[src/rtl/parity_decoder_if.sv]
// Handshake bundle between the serial parity link and its decoder.
interface parity_decoder_if #(
  parameter int DATA_W    = 4,
  parameter int ERR_CNT_W = 8
);
  logic                 rx_start;
  logic                 rx_valid;
  logic                 rx_bit;
  logic [DATA_W-1:0]    out_data;
  logic                 out_valid;
  logic                 par_err;
  logic [ERR_CNT_W-1:0] err_cnt;
  logic                 busy;
  logic                 timeout_err;

  modport master (
    output rx_start, rx_valid, rx_bit,
    input  out_data, out_valid, par_err, err_cnt, busy, timeout_err
  );
  modport slave (
    input  rx_start, rx_valid, rx_bit,
    output out_data, out_valid, par_err, err_cnt, busy, timeout_err
  );
endinterface

[src/rtl/parity_decoder.sv]
// Even-parity serial frame receiver: start strobe, DATA_W bits LSB first, parity bit.
// Optional idle-frame abort is enabled by defining PARITY_DECODER_TIMEOUT_EN.
module parity_decoder #(
  parameter int DATA_W      = 4,
  parameter int ERR_CNT_W   = 8,
  parameter int TIMEOUT_CYC = 16
) (
  input  logic              clk,
  input  logic              rst,
  parity_decoder_if.slave   bus
);
  localparam logic [1:0] IDLE   = 2'd0;
  localparam logic [1:0] DATA   = 2'd1;
  localparam logic [1:0] PARITY = 2'd2;

  localparam int CNT_W = (DATA_W > 1) ? $clog2(DATA_W) : 1;
  localparam logic [ERR_CNT_W-1:0] ERR_MAX = '1;

  logic [1:0]           state;
  logic [CNT_W-1:0]     cnt;
  logic [DATA_W-1:0]    shreg;
  logic                 acc;
  logic [DATA_W-1:0]    out_data;
  logic                 out_valid;
  logic                 par_err;
  logic [ERR_CNT_W-1:0] err_cnt;
  logic                 timeout_err;
  logic                 to_fire;
  logic                 perr_next;

  assign perr_next = acc ^ bus.rx_bit;

`ifdef PARITY_DECODER_TIMEOUT_EN
  localparam int IDLE_W = $clog2(TIMEOUT_CYC + 1);
  logic [IDLE_W-1:0] idle_cnt;

  // Fires on the cycle that would make the run of idle cycles reach TIMEOUT_CYC.
  assign to_fire = (state != IDLE) && !bus.rx_start && !bus.rx_valid &&
                   (idle_cnt == IDLE_W'(TIMEOUT_CYC - 1));

  always_ff @(posedge clk) begin
    if (rst || state == IDLE || bus.rx_start || bus.rx_valid || to_fire)
      idle_cnt <= '0;
    else
      idle_cnt <= idle_cnt + 1'b1;
  end
`else
  logic unused_cfg;
  assign unused_cfg = (TIMEOUT_CYC > 0);
  assign to_fire    = 1'b0;
`endif

  always_ff @(posedge clk) begin
    if (rst) begin
      state       <= IDLE;
      cnt         <= '0;
      shreg       <= '0;
      acc         <= 1'b0;
      out_data    <= '0;
      out_valid   <= 1'b0;
      par_err     <= 1'b0;
      err_cnt     <= '0;
      timeout_err <= 1'b0;
    end else begin
      out_valid   <= 1'b0;
      par_err     <= 1'b0;
      timeout_err <= to_fire;
      if (to_fire) begin
        state <= IDLE;
      end else if (bus.rx_start) begin
        // Start restarts from any state; a partially received frame is dropped.
        state <= DATA;
        cnt   <= '0;
        shreg <= '0;
        acc   <= 1'b0;
      end else if (bus.rx_valid) begin
        case (state)
          DATA: begin
            shreg[cnt] <= bus.rx_bit;
            acc        <= perr_next;
            if (cnt == CNT_W'(DATA_W - 1))
              state <= PARITY;
            else
              cnt <= cnt + 1'b1;
          end
          PARITY: begin
            state     <= IDLE;
            out_valid <= 1'b1;
            out_data  <= shreg;
            par_err   <= perr_next;
            if (perr_next && err_cnt != ERR_MAX)
              err_cnt <= err_cnt + 1'b1;
          end
          default: ;
        endcase
      end
    end
  end

  assign bus.out_data    = out_data;
  assign bus.out_valid   = out_valid;
  assign bus.par_err     = par_err;
  assign bus.err_cnt     = err_cnt;
  assign bus.busy        = (state != IDLE);
  assign bus.timeout_err = timeout_err;
endmodule
[src/flat_wrapper.sv]
// flat-port wrapper written by rule: the top's interface ports become plain ports
module parity_decoder_flat 
#(
  parameter int DATA_W      = 4,
  parameter int ERR_CNT_W   = 8,
  parameter int TIMEOUT_CYC = 16
)
  (clk, rst, bus_rx_start, bus_rx_valid, bus_rx_bit, bus_out_data, bus_out_valid, bus_par_err, bus_err_cnt, bus_busy, bus_timeout_err);
  parity_decoder_if #(.DATA_W(DATA_W), .ERR_CNT_W(ERR_CNT_W)) bus_i ();
  input  logic clk;
  input  logic rst;
  input wire logic [$bits(bus_i.rx_start)-1:0] bus_rx_start;
  input wire logic [$bits(bus_i.rx_valid)-1:0] bus_rx_valid;
  input wire logic [$bits(bus_i.rx_bit)-1:0] bus_rx_bit;
  output wire logic [$bits(bus_i.out_data)-1:0] bus_out_data;
  output wire logic [$bits(bus_i.out_valid)-1:0] bus_out_valid;
  output wire logic [$bits(bus_i.par_err)-1:0] bus_par_err;
  output wire logic [$bits(bus_i.err_cnt)-1:0] bus_err_cnt;
  output wire logic [$bits(bus_i.busy)-1:0] bus_busy;
  output wire logic [$bits(bus_i.timeout_err)-1:0] bus_timeout_err;
  assign bus_i.rx_start = bus_rx_start;
  assign bus_i.rx_valid = bus_rx_valid;
  assign bus_i.rx_bit = bus_rx_bit;
  assign bus_out_data = bus_i.out_data;
  assign bus_out_valid = bus_i.out_valid;
  assign bus_par_err = bus_i.par_err;
  assign bus_err_cnt = bus_i.err_cnt;
  assign bus_busy = bus_i.busy;
  assign bus_timeout_err = bus_i.timeout_err;
  parity_decoder #(.DATA_W(DATA_W), .ERR_CNT_W(ERR_CNT_W), .TIMEOUT_CYC(TIMEOUT_CYC)) u_core (.clk(clk), .rst(rst), .bus(bus_i));
endmodule
[config.mk]
export PLATFORM = sky130hd
export DESIGN_NAME = parity_decoder_flat
export DESIGN_NICKNAME = d
export VERILOG_FILES = /design/src/rtl/parity_decoder_if.sv /design/src/rtl/parity_decoder.sv /design/src/flat_wrapper.sv
export SDC_FILE = /design/constraint.sdc
export NUM_CORES = 1
export LEC_CHECK = 0
export ABC_AREA = 1
export BUFFER_PORTS_ARGS = -buffer_cell sky130_fd_sc_hd__buf_4
export CAP_MARGIN = 20
export CORE_MARGIN = 5
export CORE_UTILIZATION = 49
export CTS_CLUSTER_DIAMETER = 200
export DETAILED_ROUTE_END_ITERATION = 6
export GPL_TIMING_DRIVEN = 0
export PLACE_DENSITY = 0.74
export SYNTH_ARGS = -nofsm -noshare
export SYNTH_HDL_FRONTEND = slang
export SYNTH_SLANG_ARGS = --single-unit
[constraint.sdc]
create_clock -name clk -period 1.2 [get_ports clk]
set_clock_uncertainty 0.1 [all_clocks]
set_input_delay 0.24 -clock clk [delete_from_list [all_inputs] [get_ports clk]]
set_output_delay 0.24 -clock clk [all_outputs]
set_load 0.02 [all_outputs]
* After elaboration in Yosys (flattened, before gate mapping) *
Cells that the tools add are included.
Widths: inputs -> output; s select.

word-level totals
  bits in writable memories = 0
  bits in read-only memories = 0
  register bits = 23
  latch bits = 0
  memories = 0
  output and inout port bits = 16
  word-level logic and storage cells = 47
  bits of input ports = 5

cells by class
  add/sub/neg operators = 2
  divide/modulo/power cells = 0
  muxes and demuxes = 8
  equality and inequality tests = 6
  $mul = 0
  bitwise gates (word level) = 5
  shifts and indexed selects = 0
  $lt $le $gt $ge = 2
  reduce and logical (&&, ||, !) cells = 15

operators by type and width
  cell                 number
  $reduce_and 3->1     4
  $add 8x1->8 const B  1
  $ne 8x8->1 const B   1
  $reduce_bool 2->1    3
  $bwmux 4             1
  $eq 2x2->1 const B   2
  $mux 1               4
  $not 1->1            4
  $pmux 2 s2           1
  $reduce_and 4->1     1
  $reduce_or 4->1      1
  $lt 2x3->1 const B   1
  $ne 3x2->1 const B   1
  $reduce_bool 3->1    1
  $reduce_or 3->1      1
  $add 2x1->2 const B  1
  $demux 1 s2          1
  $eq 2x1->1 const B   1
  $ge 2x1->1 const B   1
  $logic_and 1x1->1    2
  $mux 2               1
  $ne 2x1->1 const B   1
  $reduce_and 2->1     1
  $reduce_or 2->1      1
  $xor 1x1->1          1

* Longest topological paths before layout *
  word-level depth = 5
  gate-level depth with buffers = 7

* Worst setup path after synthesis *
No wires, ideal clock.

  kind = reg-to-reg
  from = reg u_core.err_cnt[1], in the netlist u_core.bus.err_cnt[1]
  to = reg u_core.err_cnt[5], in the netlist u_core.bus.err_cnt[5]
  library setup time = 66 ps
  cell stages (with the launch flop) = 8
  path slack = -263 ps
  data arrival time = 1297 ps
  data required time = 1034 ps
  buffers on the path = 0
  cells stage by stage = dfxtp_1 ha_1 nand3_2 clkinv_2 nand3_4 nand2_4 nand2_1 a21oi_2

on the way
  cells in the longest elaborated chain, start to end = 3
  elaborated cells on any way between the ends = 4
  classes of those cells = 1 x add/sub; 1 x eq/ne; 2 x reduce/logical

RTL lines
  what                                                                 line                  text
  from (decl)                                                          parity_decoder.sv:26  logic [ERR_CNT_W-1:0] err_cnt;
  from (signal assigned)                                               parity_decoder.sv:92  err_cnt <= err_cnt + 1'b1;
  parallel branches: the longest is 3 deep, another holds $add 8x1->8  -

Several ways; the timed one is not identified.
A chain may end at the register's enable or synchronous reset.

* Worst setup path in the final report *
  from = reg u_core.state[1]
  to = out bus_busy

on the way
  cells in the longest elaborated chain, start to end = 1

RTL lines
  what                    line                   text
  from (decl)             parity_decoder.sv:19   logic [1:0] state;
  from (signal assigned)  parity_decoder.sv:55   state <= IDLE;
  from (signal assigned)  parity_decoder.sv:69   state <= IDLE;
  from (signal assigned)  parity_decoder.sv:72   state <= DATA;
  $reduce_bool 2->1       parity_decoder.sv:104  assign bus.busy = (state != IDLE);
  to (decl)               flat_wrapper.sv:19     output wire logic [$bits(bus_i.busy)-1:0] bus_busy;

No other way between the ends.

==> impl_metrics.tcl <==
set metrics [dict create \
    grt_pass1_vias 1012 \
    period_minus_slack_ps 1310 \
    cts_max_level 1 \
    path_delay_family "flip-flops" \
    reg2reg_slack_ps -90 \
    fp.dieH_um 59.3 \
    fmax_ghz 0.764 \
    dp_hpwl_um 1860 \
    path_cells "inv_4 -> nand2_2 -> buf_6" \
    cp-end-kind "primary output" \
    routabilityCongestion 0.782 \
    post-place-ws_ps -123 \
    grt_usage_pct 16.2 \
    failed_checks "setup timing" \
    ir_drop_uv 869 \
    grt_antenna_before_repair 0 \
    worstPathRequired_ps 860 \
    drtIter0Drc 40 \
    drc 0 \
    reg2reg_depth 7 \
    syn_inst 165 \
    routedWlPerCell_um 11.9 \
    slowest_stage "dfxtp_4" \
    start_util_pct 52.4 \
    port_buffers 19 \
    clkSinkCount 23 \
    ant_nets 0 \
    dr.pass1.iters 4 \
    setup_ws_ps -109 \
    syn_nets 175 \
    max-cap-violations 0 \
    drive_gt1_share_pct 46.0 \
    start_kind "flip-flop" \
    worst_path_largest_cell_delay_ps 390 \
    path_max_fanout 3 \
    drt-total-wl_um 2720 \
    cts_buffers 3 \
    hp-start "bus_rx_start" \
    hold_end "u_core.state[0]" \
    grt_pass1_wl_um 4420 \
    path_clk_slew_ps 120 \
    synth_cell_types 24 \
    power_density_nw_per_um2 740 \
    rsz0062_at_grt "true" \
    worst-setup-path-type "reg2out" \
    die_w_um 59.3 \
    grt_max_degree 14 \
    clk_latency_ps 310 \
    holdPathStages 3 \
    areaGrowthSynthToFinish_pct 40.2 \
    via_per_inst 4.97 \
    root_buffer "clkbuf_4" \
    postPlaceCellArea_um2 1420 \
    core_um2 2280 \
    regToRegStartpoint "u_core.state[1]" \
    leakagePower_nw 0.699 \
    synth.avg_cell_area_um2 7.23 \
    design_area_um2 1670 \
    nNetsFinal 211 \
    period_share_pct 109 \
    antenna_cells 0 \
    crit_buf_inv 2 \
    hp-class "in2reg" \
    yosys_register_bits 23 \
    rows 17 \
    cp.arrival_ps 970 \
    cts_tree "yes" \
    rr_endpoint "u_core.bus.err_cnt[0]" \
    synth_seq_area_share_pct 38.6 \
    setup_viol 13 \
    synth_area_um2 1190 \
    via_count 1134 \
    outcome "finished with violations" \
    dieArea_um2 3520 \
    ios 21 \
    grt_overflow 0 \
    cp-startpoint "u_core.state[1]" \
    yosysWarnings 0 \
    clk_path_buf_depth 2 \
    final_max_slew_viol_count 0 \
    hold_viol 0 \
]
[power breakdown]
part,internal (mW),leakage (nW),switching [mW]
combinational,0.0416,0.486,0.0701
clock,0.125,0.0177,0.240
sequential,0.751,0.195,0.00858
total,0.918,0.699,0.319
[cell usage after synthesis (all sizes together)]
master  number  area [um2]
nand2       46         195
nor2        24         121
dfxtp       23         460
inv         20        75.1
a21oi       16        91.3
o21ai       14        70.1
nand3       10        72.6
ha           5        62.6
buf          2        12.5
clkinv       1        5.00
conb         1        3.75
nand3b       1        7.51
or2          1        6.26
xor2         1        8.76
[state kept, by name, indices dropped and copies added (netlist names)]
signal	count
u_core.acc	1
u_core.bus.err_cnt	8
u_core.bus.out_data	4
u_core.bus.out_valid	1
u_core.bus.par_err	1
u_core.cnt	2
u_core.shreg	4
u_core.state	2
[how the worst max path moves through the flow]
stage,endpoint,cells after the start
after global routing,u_core.bus.err_cnt[5],6
after floorplan,u_core.bus.err_cnt[2],7
final,bus_busy,3
after detailed placement,u_core.bus.err_cnt[6],8
after CTS,bus_busy,3
after global placement,u_core.bus.err_cnt[0],7
[tightest hold or removal path: stages]
cell and delay, ps:
buf_4 120, inv_1 70, a21oi_1 60
[per-stage QoR]
| stage | TNS [ps] | power, mW | hold WS (ps) | std cells | util [%] |
|---|---|---|---|---|---|
| floorplan | -136 | 0.849 | 294 | 165 | - |
| global placement | -765 | 0.877 | 346 | 212 | 62.3 |
| detailed placement | -893 | 0.880 | 363 | 212 | 62.3 |
| CTS | -573 | 1.24 | 94.2 | 221 | 68.8 |
| global route | -1630 | 1.30 | 94.3 | 228 | 73.4 |
| finish | -804 | 1.24 | 108 | 228 | 73.4 |
[layout by cell type (no fill, tap or decap), drive strengths merged]
cell type  Yosys  routed
buf            2      33
nand3         10      10
xor2           1       1
or2            1       1
clkinv         1       2
nor2          24      24
conb           1       1
o21ai         14      14
nand3b         1       1
nand2         46      46
clkbuf         0       3
a21oi         16      16
ha             5       5
inv           20      20
dfxtp         23      23
[logic make-up after synthesis]
kind of cell / count (synthesis) / synth area share [%]
buffers and inverters: 23 / 7.76
DFF: 23 / 38.6
xor gates and xnor gates: 1 / 0.735
adders and majority gates: 5 / 5.25
AOI/OAI and AO/OA: 30 / 13.5
and+or+nand+nor: 82 / 33.8
other: 1 / 0.314
[what timing repair did]
item                       in CTS  in global routing
hold endpoints to repair        0                  0
setup endpoints to repair      18                 25
pin swaps                       5                  4
hold buffers                    0                  0
resized for setup              27                 21
setup buffers                   5                  7
cloned                          0                  0
[routing by layer]
layer  global-route usage (%)  up-vias  share of wire, %  wire length [um]
li1                         -      592                 -                 -
met1                     21.6      513                44              1190
met2                     27.1       27                50              1360
met3                     3.92        2               5.6               152
met4                     1.94        0              0.63                17
met5                        0        -                 0                 0
[layout make-up]
class | count | area (um2)
clock buffers | 3 | 22.5
repair buffers | 31 | 270
well taps | 28 | 35.0
inverters | 21 | 88.8
multi-input cells | 119 | 738
fillers | 172 | 604
plain buffers | 2 | 12.5
clock inverters | 1 | 5.00
flip-flops and latches | 23 | 499
Power figures use the tool's default switching activity.
